===== config.mk =====
export PLATFORM = sky130hd
export DESIGN_NAME = alu_flag_writeback
export DESIGN_NICKNAME = d
export VERILOG_FILES = /design/src/rtl/alu_flag_writeback.sv
export SDC_FILE = /design/constraint.sdc
export NUM_CORES = 1
export LEC_CHECK = 0
export ABC_AREA = 1
export BUFFER_PORTS_ARGS = -buffer_cell sky130_fd_sc_hd__buf_4
export CELL_PAD_IN_SITES_DETAIL_PLACEMENT = 1
export CELL_PAD_IN_SITES_GLOBAL_PLACEMENT = 1
export CORE_ASPECT_RATIO = 1.4
export CORE_UTILIZATION = 32
export DETAILED_ROUTE_END_ITERATION = 8
export PLACE_DENSITY_LB_ADDON = 0.1
export SYNTH_ARGS = -nofsm -noshare
export SYNTH_HDL_FRONTEND = slang
export SYNTH_SLANG_ARGS = --single-unit
export TNS_END_PERCENT = 1

===== constraint.sdc =====
create_clock -name clk -period 1.05 [get_ports clk]
set_input_delay 0.1575 -clock clk [delete_from_list [all_inputs] [get_ports clk]]
set_output_delay 0.1575 -clock clk [all_outputs]
set_load 0.02 [all_outputs]

===== src/rtl/alu_flag_writeback.sv =====
// rtl/alu_flag_writeback.sv - ALU result capture, C/Z flag registers, conditional register-file writeback
//
// Purpose:
//   Captures one ALU result with its flags and control, resolves ADC/ADZ/NDC/NDZ
//   style conditional execution against the committed C/Z flags, and performs the
//   register-file write through a valid/ready handshake. Squashed instructions
//   leave the register file and flags untouched.
//
// Optional feature macro: SQUASH_CNT_EN (adds sq_count, a wrapping count of squashed retirements)
//
// Ports:
//   clk, reset                 rising-edge clock, synchronous active-high reset
//   alu_valid / alu_ready      upstream handshake (alu_ready high only in S_IDLE)
//   alu_out, alu_carry, alu_zero, is_nand, condition, dest_reg   captured on accept
//   rf_we / rf_ready           register-file write handshake
//   rf_addr, rf_data           write address/data (capture registers)
//   pc_write                   write targets the PC alias register
//   flag_c, flag_z             committed flags
//   done, squashed, cond_err   retirement pulse and its qualifiers
//   sq_count                   squashed retirement count (SQUASH_CNT_EN only)

module alu_flag_writeback #(
  parameter int DATA_W = 16,
  parameter int REG_AW = 3,
  parameter int PC_REG = 7
) (
  input  logic              clk,
  input  logic              reset,
  input  logic              alu_valid,
  output logic              alu_ready,
  input  logic [DATA_W-1:0] alu_out,
  input  logic              alu_carry,
  input  logic              alu_zero,
  input  logic              is_nand,
  input  logic [1:0]        condition,
  input  logic [REG_AW-1:0] dest_reg,
  output logic              rf_we,
  input  logic              rf_ready,
  output logic [REG_AW-1:0] rf_addr,
  output logic [DATA_W-1:0] rf_data,
  output logic              pc_write,
  output logic              flag_c,
  output logic              flag_z,
  output logic              done,
  output logic              squashed,
  output logic              cond_err
`ifdef SQUASH_CNT_EN
  ,
  output logic [15:0]       sq_count
`endif
);

  typedef enum logic [1:0] {
    S_IDLE  = 2'd0,
    S_EVAL  = 2'd1,
    S_WRITE = 2'd2
  } state_t;

  state_t            state;
  logic [DATA_W-1:0] cap_data;
  logic [REG_AW-1:0] cap_dest;
  logic              cap_carry;
  logic              cap_zero;
  logic              cap_nand;
  logic              cap_exec;

  // The committed flags cannot change between accept and S_EVAL (they only move
  // on a completed write, which always precedes the next accept), so the execute
  // decision is resolved at accept. That lets the squash pulse be a registered
  // output that is visible during the S_EVAL cycle.
  logic accept_exec;
  always_comb begin
    accept_exec = (condition == 2'b00)
                | ((condition == 2'b01) & flag_z)
                | ((condition == 2'b10) & flag_c);
  end

  assign rf_addr = cap_dest;
  assign rf_data = cap_data;

  always_ff @(posedge clk) begin
    if (reset) begin
      state     <= S_IDLE;
      alu_ready <= 1'b1;
      rf_we     <= 1'b0;
      pc_write  <= 1'b0;
      done      <= 1'b0;
      squashed  <= 1'b0;
      cond_err  <= 1'b0;
      flag_c    <= 1'b0;
      flag_z    <= 1'b0;
      cap_data  <= '0;
      cap_dest  <= '0;
      cap_carry <= 1'b0;
      cap_zero  <= 1'b0;
      cap_nand  <= 1'b0;
      cap_exec  <= 1'b0;
    end else begin
      done     <= 1'b0;
      squashed <= 1'b0;
      cond_err <= 1'b0;
      case (state)
        S_IDLE: begin
          if (alu_valid) begin
            cap_data  <= alu_out;
            cap_dest  <= dest_reg;
            cap_carry <= alu_carry;
            cap_zero  <= alu_zero;
            cap_nand  <= is_nand;
            cap_exec  <= accept_exec;
            alu_ready <= 1'b0;
            state     <= S_EVAL;
            if (!accept_exec) begin
              done     <= 1'b1;
              squashed <= 1'b1;
              cond_err <= (condition == 2'b11);
            end
          end
        end
        S_EVAL: begin
          if (cap_exec) begin
            rf_we    <= 1'b1;
            pc_write <= (cap_dest == REG_AW'(PC_REG));
            state    <= S_WRITE;
          end else begin
            alu_ready <= 1'b1;
            state     <= S_IDLE;
          end
        end
        S_WRITE: begin
          if (rf_ready) begin
            flag_z <= cap_zero;
            if (!cap_nand) flag_c <= cap_carry;
            rf_we     <= 1'b0;
            pc_write  <= 1'b0;
            done      <= 1'b1;
            alu_ready <= 1'b1;
            state     <= S_IDLE;
          end
        end
        default: begin
          rf_we     <= 1'b0;
          pc_write  <= 1'b0;
          alu_ready <= 1'b1;
          state     <= S_IDLE;
        end
      endcase
    end
  end

`ifdef SQUASH_CNT_EN
  always_ff @(posedge clk) begin
    if (reset) begin
      sq_count <= 16'h0000;
    end else if (done && squashed) begin
      sq_count <= sq_count + 16'h0001;
    end
  end
`endif

endmodule

==> results of run 1 <==
kinds of logic (layout without fill, tap and decap cells):
logic type,Yosys count,count (layout),synth area share [%]
AND/OR/NAND/NOR,73,74,25.9
AO/OA/AOI/OAI,33,33,13.3
flip-flops,33,33,53.4
buffers and inverters,16,72,7.38
sequential cells by signal, summed over array words and instances (netlist names):
| name | flops |
|---|---|
| rf_data | 16 |
| rf_addr | 3 |
| state | 2 |
| alu_ready | 1 |
| cap_carry | 1 |
| cap_exec | 1 |
| cap_nand | 1 |
| cap_zero | 1 |
| cond_err | 1 |
| done | 1 |
| flag_c | 1 |
| flag_z | 1 |
| pc_write | 1 |
| rf_we | 1 |
| squashed | 1 |
cells in the final DEF (no fill, tap or decap), types with 4 or more instances in the layout:
cell      Yosys  final
buf_4         1     54
nor2_1       50     49
dfxtp_1      33     31
o21ai_1      17     18
nand2_1      14     14
o21ai_0      10      9
inv_1         6      6
a21oi_1       6      6
clkbuf_8      0      5
nand3_1       5      4
worst max-delay path, stage by stage, from the launching register on:
cell and delay, ps:
dfxtp_2 350, inv_4 110, nand2_4 80, nor2_8 110
buf_6 160, nor2_1 50, nor2_1 100
path summary, 6_finish.rpt:
path                                    to  slack, ps  cells past startpoint                  start
setup / recovery  rf_data[13]$_SDFFE_PP0P_         30                      6  state[1]$_SDFFE_PP0P_
hold / removal       state[0]$_SDFFE_PP0P_        100                      2                  reset
setup reg to reg  rf_data[13]$_SDFFE_PP0P_         30                      6  state[1]$_SDFFE_PP0P_
hold reg to reg         rf_we$_SDFFE_PP0P_        470                      2     rf_we$_SDFFE_PP0P_
what timing repair did:
item / 4_1_cts / 5_1_grt
gates cloned: 1 / 0
pin swaps: 1 / 0
gates resized for setup: 6 / 2
setup endpoints to repair: 26 / 19
per-layer routing:
layer	vias to the layer above	part of all wire, %
met2	34	57
met4	0	1.2
met5	-	0
li1	606	-
met3	6	5.5
met1	560	37
through the flow:
step	instance area (sq um)	power [mW]	hold WS [ps]
final	1780	2.79	103
after global placement	1670	1.92	389
after CTS	1780	2.82	95.2
after floorplan	1240	1.70	227
after global routing	1780	2.93	93.5
after detailed placement	1670	1.95	396
synth_stat cells:
| library cell | number | share of area, % |
|---|---|---|
| dfxtp_1 | 33 | 53 |
| o21ai_0 | 10 | 4.0 |
| inv_2 | 3 | 0.91 |
| o21ai_1 | 17 | 6.9 |
| nand3_1 | 5 | 2.0 |
| inv_1 | 6 | 1.8 |
| buf_4 | 1 | 0.61 |
| nand3_4 | 1 | 1.4 |
| nor2_8 | 1 | 1.6 |
| inv_4 | 1 | 0.51 |
| buf_2 | 2 | 0.81 |
| buf_6 | 3 | 2.7 |
| nor2_2 | 1 | 0.51 |
| nand2_4 | 1 | 0.91 |
| a21oi_1 | 6 | 2.4 |
| nor2_1 | 50 | 15 |
| nand2_1 | 14 | 4.2 |
cell type report:
type	count	area share [%]
multi-input combinational	107	28.7
tap	42	2.95
inverter	10	2.39
timing repair buffer	56	24.5
sequential	33	37.3
clock buffer	5	3.87
clock inverter	1	0.281
power breakdown:
| group | internal, mW | switching [mW] | total (mW) |
|---|---|---|---|
| clock | 0.435 | 0.428 | 0.863 |
| combinational | 0.243 | 0.290 | 0.533 |
| sequential | 1.34 | 0.0494 | 1.39 |
| total | 2.02 | 0.767 | 2.79 |
==> reports/metrics.csv, run 1 <==
stage,metric,value,unit
drt,via/cell ratio,4.75,
timing,period utilisation layout,97.5,%
floorplan,die width,54.6,um
drt,final wirelength,3230,um
cts,Clock Path Buffers,2,
timing,worst-margin pin slew,378,ps
layout,ratio of cells with drive above 1 in the final layout,35.4,%
layout,Layout Nets,241,
drt,1st-pass router iterations,2,
timing,worst setup skew after layout,4.69,ps
cts,clock sink total,33,
floorplan,initial core utilization,33.7,%
global_route,grt ovf,0,
timing,"Slew Viols, Final",0,
cts,Num CTS Buffers,5,
yosys,Synth cell types,17,
global_route,grt peak-use layer,met2,
floorplan,I/O pin count,55,
drt,DRT iter0 DRCs,8,
yosys,Synth Instances,155,
worst_setup_path,CP Data Arrival Time,1240,ps
cts,CTS root buf,clkbuf_8,
cts,H-tree depth,2,
global_route,largest net degree at the start of global routing,26,
global_route,GRT Total Usage,18.5,%
timing,fmax,0.977,GHz
floorplan,die area,0.00412,sq mm
timing,fin crit period,1020,ps
yosys,Mapped Area,0.00124,sq mm
layout,footprint of the multi-input gates,510,sq um
worst_hold_path,worst hold path type,in -> reg,
drt,routed length per instance,12.7,um
job,max-cap violations,0,
cts,CTS tree,done,
timing,setup total negative slack,0,ps
yosys,syn nets,183,
drt,Residual DRC,0,
place,number of buffer cells added on primary ports,54,
layout,ANT cells,0,
yosys,"flops & latches, synth",33,
place,Post-Place Cells,247,
layout,Register Area,663,sq um
cts,"Setup Fix Bufs, Post-CTS",0,
timing,Final Setup Violations,0,
yosys,yosys warns,0,
timing,final setup margin,26.1,ps
global_route,initial antenna violation count,0,
power,VDD IR max,0.902,mV
layout,final core utilization,48.4,%
yosys,post-synthesis sequential area ratio,53.4,%
global_route,global-route wire length before repair,5300,um
timing,RSZ-0062 raised after global routing,yes,
global_route,met1 Use GR,17.6,%
global_route,GRT met3 Usage,6.39,%
worst_setup_path,CP startpoint kind,register,
drt,Vias,1206,
layout,synth-to-layout area growth,43.8,%
worst_setup_path,"Max FO, Critical Path",10,
yosys,Mean Syn Cell Area,7.98,sq um
drt,DRT antenna net count,0,
floorplan,Die Ht,75.6,um
cts,clock slew at reported path FFs,60,ps
worst_setup_path,Setup CP Type,reg -> reg,
timing,Fin. Hold Viols,0,
run_status,outcome,"finished, final reports clean",
global_route,number of global-route vias before repair,1267,
layout,fin cells,254,
worst_setup_path,Crit. End Element,register,
floorplan,Core ar.,0.00368,sq mm
cts,CTS hold repair buffers,0,
worst_setup_path,required time of the critical path,1260,ps
place,hpwl dp,2350,um
global_route,M2 GR Usage,34.4,%
cts,clk_lat worst skew,280,ps
place,dpl ws,-130,ps
power,P per Cell Area,1570,mW/mm^2
power,Lkg Pwr,0.844,nW
timing,Slew headroom,74.8,%
floorplan,Core Rows,26,
place,gpl congestion,0.697,
layout,fillers,482,
No activity file was read; power rests on OpenSTA's default activity.
==> run 2, diff against run 1 <==
--- a/config.mk
+++ b/config.mk
@@ -5,7 +5,6 @@
 export SDC_FILE = /design/constraint.sdc
 export NUM_CORES = 1
 export LEC_CHECK = 0
-export ABC_AREA = 1
 export BUFFER_PORTS_ARGS = -buffer_cell sky130_fd_sc_hd__buf_4
 export CELL_PAD_IN_SITES_DETAIL_PLACEMENT = 1
 export CELL_PAD_IN_SITES_GLOBAL_PLACEMENT = 1
==> run 2 against run 1 <==
  * Highest routed layer unchanged
  * Critical endpoint is now cond_err$_SDFF_PP0_
  * Worst setup slack got worse by 150 ps
  * Combinational power fell by 9.0%
  * Wire length rose by 19%
  * The run now ends with negative setup slack left
  * Register-to-register slack got worse by 150 ps
  * Worst hold slack improved by 25 ps
  * Fmax fell by 12%
  * Total power fell by 0.72%
  * Sequential cell count did not move
  * Area after synthesis rose by 0.40%
  * Clock skew fell by 2.6 ps
  * Non-clock buffer count rose by 8
==> reports/metrics.csv, run 2 <==
stage,metric,value,unit
place,dpl ws,-184,ps
layout,max reg flops,16,
layout,Layout Nets,236,
floorplan,Core Rows,26,
drt,Vias,1251,
layout,"commonest non-fill, non-tap cells in the layout","buf_4, nand2_1, dfxtp_1",
yosys,post-synthesis sequential area ratio,53.2,%
yosys,ys flop type,dfxtp_1,
worst_setup_path,slowest cell on the critical path,dfxtp_4,
job,max-cap violations,0,
cts,CTS hold repair buffers,0,
yosys,syn nets,171,
drt,DRT antenna net count,0,
worst_setup_path,CP startpoint kind,register,
global_route,GRT Total Usage,19.3,%
layout,Register Area,668,sq um
worst_setup_path,CP Data Arrival Time,1390,ps
cts,clock slew at reported path FFs,60,ps
drt,final wirelength,3830,um
yosys,"flops & latches, synth",33,
drt,via/cell ratio,5.00,
timing,fmax,0.855,GHz
global_route,initial antenna violation count,0,
global_route,number of global-route vias before repair,1207,
timing,Slew headroom,80.8,%
worst_setup_path,CP most frequent cell,buf_6,
place,gpl congestion,0.731,
yosys,Synth Instances,143,
floorplan,initial core utilization,33.8,%
floorplan,Core ar.,0.00368,sq mm
yosys,"FFs w/ async S/R, synth",0,%
place,dpl cell area,0.00168,sq mm
worst_setup_path,Setup CP Type,reg -> reg,
yosys,commonest cells in the netlist,"nand2_1, dfxtp_1, a21oi_1",
global_route,grt ovf,0,
yosys,Synth area leaders,"dfxtp_1, nand2_1, a21oi_1",
layout,"commonest non-fill, non-tap cell in the layout",buf_4,
yosys,Mapped Area,0.00124,sq mm
timing,WHS,127,ps
floorplan,Die Ht,75.7,um
yosys,Synth cell types,26,
layout,ratio of cells with drive above 1 in the final layout,45.2,%
layout,footprint of the multi-input gates,587,sq um
yosys,Mean Syn Cell Area,8.69,sq um
cts,Num CTS Buffers,5,
layout,fillers,461,
timing,worst setup skew after layout,2.07,ps
drt,Residual DRC,0,
run_status,violated checks,negative setup slack,
place,hpwl dp,2500,um
place,number of buffer cells added on primary ports,54,
worst_setup_path,Critical Path Max Stage Delay,370,ps
yosys,dominant cell type by area after synthesis,dfxtp_1,
worst_setup_path,required time of the critical path,1270,ps
power,Lkg Pwr,0.880,nW
worst_setup_path,crit path cell chain,"nor3b_4, buf_6, buf_6, nand2b_4, inv_2, and3_1",
timing,fin crit period,1170,ps
power,P per Cell Area,1420,mW/mm^2
worst_setup_path,"Max FO, Critical Path",6,
drt,DRT iter0 DRCs,19,
cts,CTS tree,done,
cts,clk_lat worst skew,270,ps
timing,Final Setup Violations,29,
timing,setup total negative slack,-2280,ps
cts,clock sink total,33,
cts,CTS root buf,clkbuf_8,
timing,final setup margin,-120,ps
yosys,Post-synth EDFFs,0,
yosys,top cell type's share of synthesized area,53.2,%
global_route,largest net degree at the start of global routing,18,
timing,RSZ-0062 raised after global routing,yes,
layout,synth-to-layout area growth,56.3,%
timing,worst-margin pin slew,288,ps
layout,ANT cells,0,
floorplan,I/O pin count,55,
global_route,global-route wire length before repair,5450,um
worst_hold_path,worst hold path type,in -> reg,
drt,routed length per instance,15.3,um
layout,design area,0.00194,sq mm
drt,1st-pass router iterations,3,
cts,H-tree depth,2,
floorplan,die width,54.7,um
cts,Clock Path Buffers,2,
yosys,yosys warns,0,
timing,"Slew Viols, Final",0,
worst_setup_path,Crit. End Element,register,
timing,Fin. Hold Viols,0,
run_status,outcome,"complete, but fails checks",
floorplan,die area,0.00414,sq mm
yosys,top-count cell post-synth,nand2_1,
power,VDD IR max,0.937,mV
power,Tot Pwr,2.77,mW
timing,period utilisation layout,111,%
## run 2: cell types whose count changed in the layout (fill, tap and decap cells not counted), sizes merged, moves of 2 or more
cell,before,now
a21oi,6,29
buf,56,64
clkbuf,5,7
inv,10,2
nand2,15,44
nand2b,0,2
nand3,7,0
nor2,52,7
nor3b,0,3
o21ai,27,4
or3b,0,4
## run 2: cell type report
type | instances | area share [%]
Multi-Input combinational cell | 102 | 30.2
Clock buffer | 7 | 4.45
Tap cell | 42 | 2.71
Sequential cell | 33 | 34.4
Inverter | 2 | 0.387
Timing Repair Buffer | 64 | 27.8
## run 2: path summary, 6_finish.rpt
| path | endpoint | cells past startpoint | from | slack (ps) |
|---|---|---|---|---|
| setup / recovery | cond_err$_SDFF_PP0_ | 6 | state[0]$_SDFFE_PP0P_ | -120 |
| hold / removal | rf_data[2]$_SDFFE_PP0P_ | 3 | alu_out[2] | 130 |
| setup reg to reg | cond_err$_SDFF_PP0_ | 6 | state[0]$_SDFFE_PP0P_ | -120 |
| hold reg to reg | rf_data[8]$_SDFFE_PP0P_ | 2 | rf_data[8]$_SDFFE_PP0P_ | 460 |
## run 2: cell families (layout without fill, tap and decap cells)
group | Yosys count | count (layout) | synth area share (%)
AOI/OAI and AO/OA | 36 | 36 | 15.0
muxes | 1 | 1 | 0.806
DFF | 33 | 33 | 53.2
buffers and inverters | 10 | 73 | 6.14
and+or+nand+nor | 63 | 65 | 24.9
## run 2: layer usage
layer / global-route usage [%] / wire (um)
met2: 35.9 / 2180
met5: 0 / 0
met3: 5.19 / 187
met1: 17.7 / 1350
met4: 12.3 / 112
## run 2: stage by stage
step | instances | util, %
global route | 250 | 52.8
CTS | 250 | 51.3
global placement | 236 | 45.7
floorplan | 143 | -
detailed placement | 236 | 45.7
finish | 250 | 52.8
## run 2: what timing repair did
item / CTS / global route
cloned: 3 / 0
endpoints found under the setup margin: 28 / 33
setup buffers: 4 / 0
resized for setup: 11 / 17
pin swaps: 8 / 4
## run 2: power breakdown
part | switching, mW | internal [mW] | leakage (nW) | total [mW]
combinational | 0.242 | 0.243 | 0.564 | 0.485
clock | 0.409 | 0.519 | 0.0443 | 0.928
sequential | 0.0425 | 1.31 | 0.272 | 1.35
total | 0.693 | 2.07 | 0.880 | 2.77
## run 2: critical path: cells and delay by family (launching register included)
family | cells | cell delay [ps]
buffers and inverters | 3 | 310
DFF | 1 | 370
and+or+nand+nor | 3 | 430
==> run 3, diff against run 2 <==
--- a/config.mk
+++ b/config.mk
@@ -5,13 +5,13 @@
 export SDC_FILE = /design/constraint.sdc
 export NUM_CORES = 1
 export LEC_CHECK = 0
-export BUFFER_PORTS_ARGS = -buffer_cell sky130_fd_sc_hd__buf_4
+export BUFFER_PORTS_ARGS = -buffer_cell sky130_fd_sc_hd__buf_2
 export CELL_PAD_IN_SITES_DETAIL_PLACEMENT = 1
 export CELL_PAD_IN_SITES_GLOBAL_PLACEMENT = 1
 export CORE_ASPECT_RATIO = 1.4
 export CORE_UTILIZATION = 32
 export DETAILED_ROUTE_END_ITERATION = 8
-export PLACE_DENSITY_LB_ADDON = 0.1
+export PLACE_DENSITY_LB_ADDON = 0.12
 export SYNTH_ARGS = -nofsm -noshare
 export SYNTH_HDL_FRONTEND = slang
 export SYNTH_SLANG_ARGS = --single-unit
==> run 3 against run 2 <==
  * The flow still finishes with violations (negative setup slack)
  * Worst setup slack worse by 36 ps
  * Die area unchanged
  * Clock skew up 3.6 ps
  * Wire length down 9.2%
  * Highest routed layer unchanged
  * Core utilization down 4.9 points
  * Combinational power down 18%
  * Clock power up 2%
  * Global-route usage down 0.88 points
  * Largest power group unchanged
  * Sequential share of layout area up 3.5 points
  * Critical path type unchanged
  * Cell count up 0.40%
==> reports/metrics.csv, run 3 (synthesized netlist as in run 2, its figures left out) <==
stage,metric,value,unit
run_status,outcome,"complete, but fails checks",
run_status,violated checks,negative setup slack,
drt,DR WL met2,1910,um
job,max-cap violations,0,
power,Lkg Pwr,0.841,nW
timing,Fin. Hold Viols,0,
timing,RSZ-0062 raised after global routing,yes,
power,P_int,2.00,mW
layout,max reg flops,16,
place,hpwl dp,2380,um
global_route,grt ovf,0,
layout,"commonest non-fill, non-tap cells in the layout","buf_2, nand2_1, dfxtp_1",
worst_setup_path,slowest cell on the critical path,or3b_4,
drt,routed length per instance,13.8,um
drt,DRT antenna net count,0,
timing,worst-margin pin slew,248,ps
drt,Routed met3 length,186,um
drt,1st-pass router iterations,4,
timing,Final Setup Violations,29,
drt,Vias,1232,
power,P per Cell Area,1530,mW/mm^2
cts,CTS hold repair buffers,0,
layout,synth-to-layout area growth,41.9,%
power,Flop pwr share,50.2,%
layout,"commonest non-fill, non-tap cell in the layout",buf_2,
worst_setup_path,r2r setup slk,-160,ps
layout,fin cells,251,
layout,design area,0.00176,sq mm
cts,clock slew at reported path FFs,70,ps
floorplan,Die Ht,75.7,um
cts,Clock Path Buffers,2,
worst_setup_path,CP startpoint kind,register,
worst_setup_path,Setup CP Type,reg -> reg,
drt,M1 wire length,1300,um
drt,final wirelength,3470,um
power,Clk pwr share,35.2,%
place,gpl congestion,0.774,
floorplan,initial core utilization,33.8,%
cts,clock sink total,33,
floorplan,Core Rows,26,
timing,period utilisation layout,115,%
worst_setup_path,CP Data Arrival Time,1370,ps
place,number of buffer cells added on primary ports,54,
timing,final setup margin,-156,ps
floorplan,Core ar.,0.00368,sq mm
timing,fin crit period,1210,ps
worst_setup_path,crit path cell chain,"buf_6, or3b_4, nand2_1, a21oi_2",
global_route,initial antenna violation count,0,
place,dpl cell area,0.00156,sq mm
cts,CTS root buf,clkbuf_8,
worst_setup_path,"Max FO, Critical Path",6,
global_route,global-route wire length before repair,5310,um
place,Post-Place Cells,238,
timing,worst setup skew after layout,5.65,ps
floorplan,die width,54.7,um
layout,ANT cells,0,
global_route,number of global-route vias before repair,1200,
timing,fmax,0.829,GHz
worst_setup_path,Crit. End Element,register,
layout,fillers,467,
global_route,GRT Total Usage,18.5,%
power,VDD IR max,0.893,mV
timing,"Slew Viols, Final",0,
cts,H-tree depth,2,
timing,Slew headroom,83.4,%
worst_setup_path,Critical Path Max Stage Delay,450,ps
cts,Num CTS Buffers,5,
layout,ratio of cells with drive above 1 in the final layout,45.0,%
layout,Layout Nets,237,
cts,CTS tree,done,
worst_setup_path,required time of the critical path,1220,ps
worst_hold_path,worst hold path type,in -> reg,
drt,highest routed layer,met4,
power,Logic pwr share,14.7,%
drt,DRT iter0 DRCs,17,
global_route,largest net degree at the start of global routing,19,
worst_setup_path,largest delay contributor family on the critical path,simple AND/OR/NAND/NOR gates,
power,sw frac,25.8,%
floorplan,die area,0.00414,sq mm
layout,final core utilization,48.0,%
drt,Residual DRC,0,
floorplan,I/O pin count,55,
power,Net Switching,0.696,mW
drt,via/cell ratio,4.91,
worst_setup_path,worst path bufs/invs,1,
cts,clk_lat worst skew,280,ps
[run 3: routing by layer]
| metal | track usage [%] | up-vias |
|---|---|---|
| met5 | 0 | - |
| met4 | 9.97 | 0 |
| met3 | 5.19 | 8 |
| met2 | 34.0 | 37 |
| met1 | 17.7 | 579 |
| li1 | - | 608 |
[run 3: final cells by class]
class	count	area [sq um]	share of cell area (%)
clock buffer	7	86.3	4.90
inverter	2	7.51	0.426
multi-input combinational	102	577	32.7
sequential	33	668	37.9
tap	42	52.6	2.98
timing repair buffer	65	372	21.1
[run 3: per-stage QoR]
step	worst slack, ps	TNS (ps)	total power [mW]	hold slack (ps)
2_1_floorplan	-142	-2830	1.59	293
6_report	-156	-2580	2.70	111
5_1_grt	-180	-3820	2.83	118
4_1_cts	-111	-2470	2.73	106
3_5_place_dp	-190	-4480	1.74	404
3_3_place_gp	-132	-3250	1.72	399
[run 3: worst paths after layout]
| path | startpoint | endpoint | depth (start not counted) |
|---|---|---|---|
| worst min-delay path | alu_out[10] | rf_data[10]$_SDFFE_PP0P_ | 3 |
| worst max-delay path | state[0]$_SDFFE_PP0P_ | rf_data[13]$_SDFFE_PP0P_ | 4 |
| worst max register to register | state[0]$_SDFFE_PP0P_ | rf_data[13]$_SDFFE_PP0P_ | 4 |
| worst min register to register | rf_data[11]$_SDFFE_PP0P_ | rf_data[11]$_SDFFE_PP0P_ | 2 |
[run 3: what timing repair did]
action | 4_1_cts | 5_1_grt
buffers inserted | 3 | 2
resized for setup | 10 | 16
setup endpoints to repair | 30 | 33
gates cloned | 3 | 0
pin swaps | 8 | 17
[run 3: worst reg2reg max path, stage by stage (launching register included)]
cell     delay [ps]
dfxtp_4         370
buf_6           120
or3b_4          450
nand2_1         100
a21oi_2          50
[run 3: power by group through the flow]
stage                     Sequential (mW)  Clock, mW  Combinational [mW]
final                                1.35      0.948               0.396
after global placement               1.38          0               0.344
after global routing                 1.36       1.04               0.434
after CTS                            1.35      0.974               0.408
after floorplan                      1.44          0               0.151
after detailed placement             1.38          0               0.355
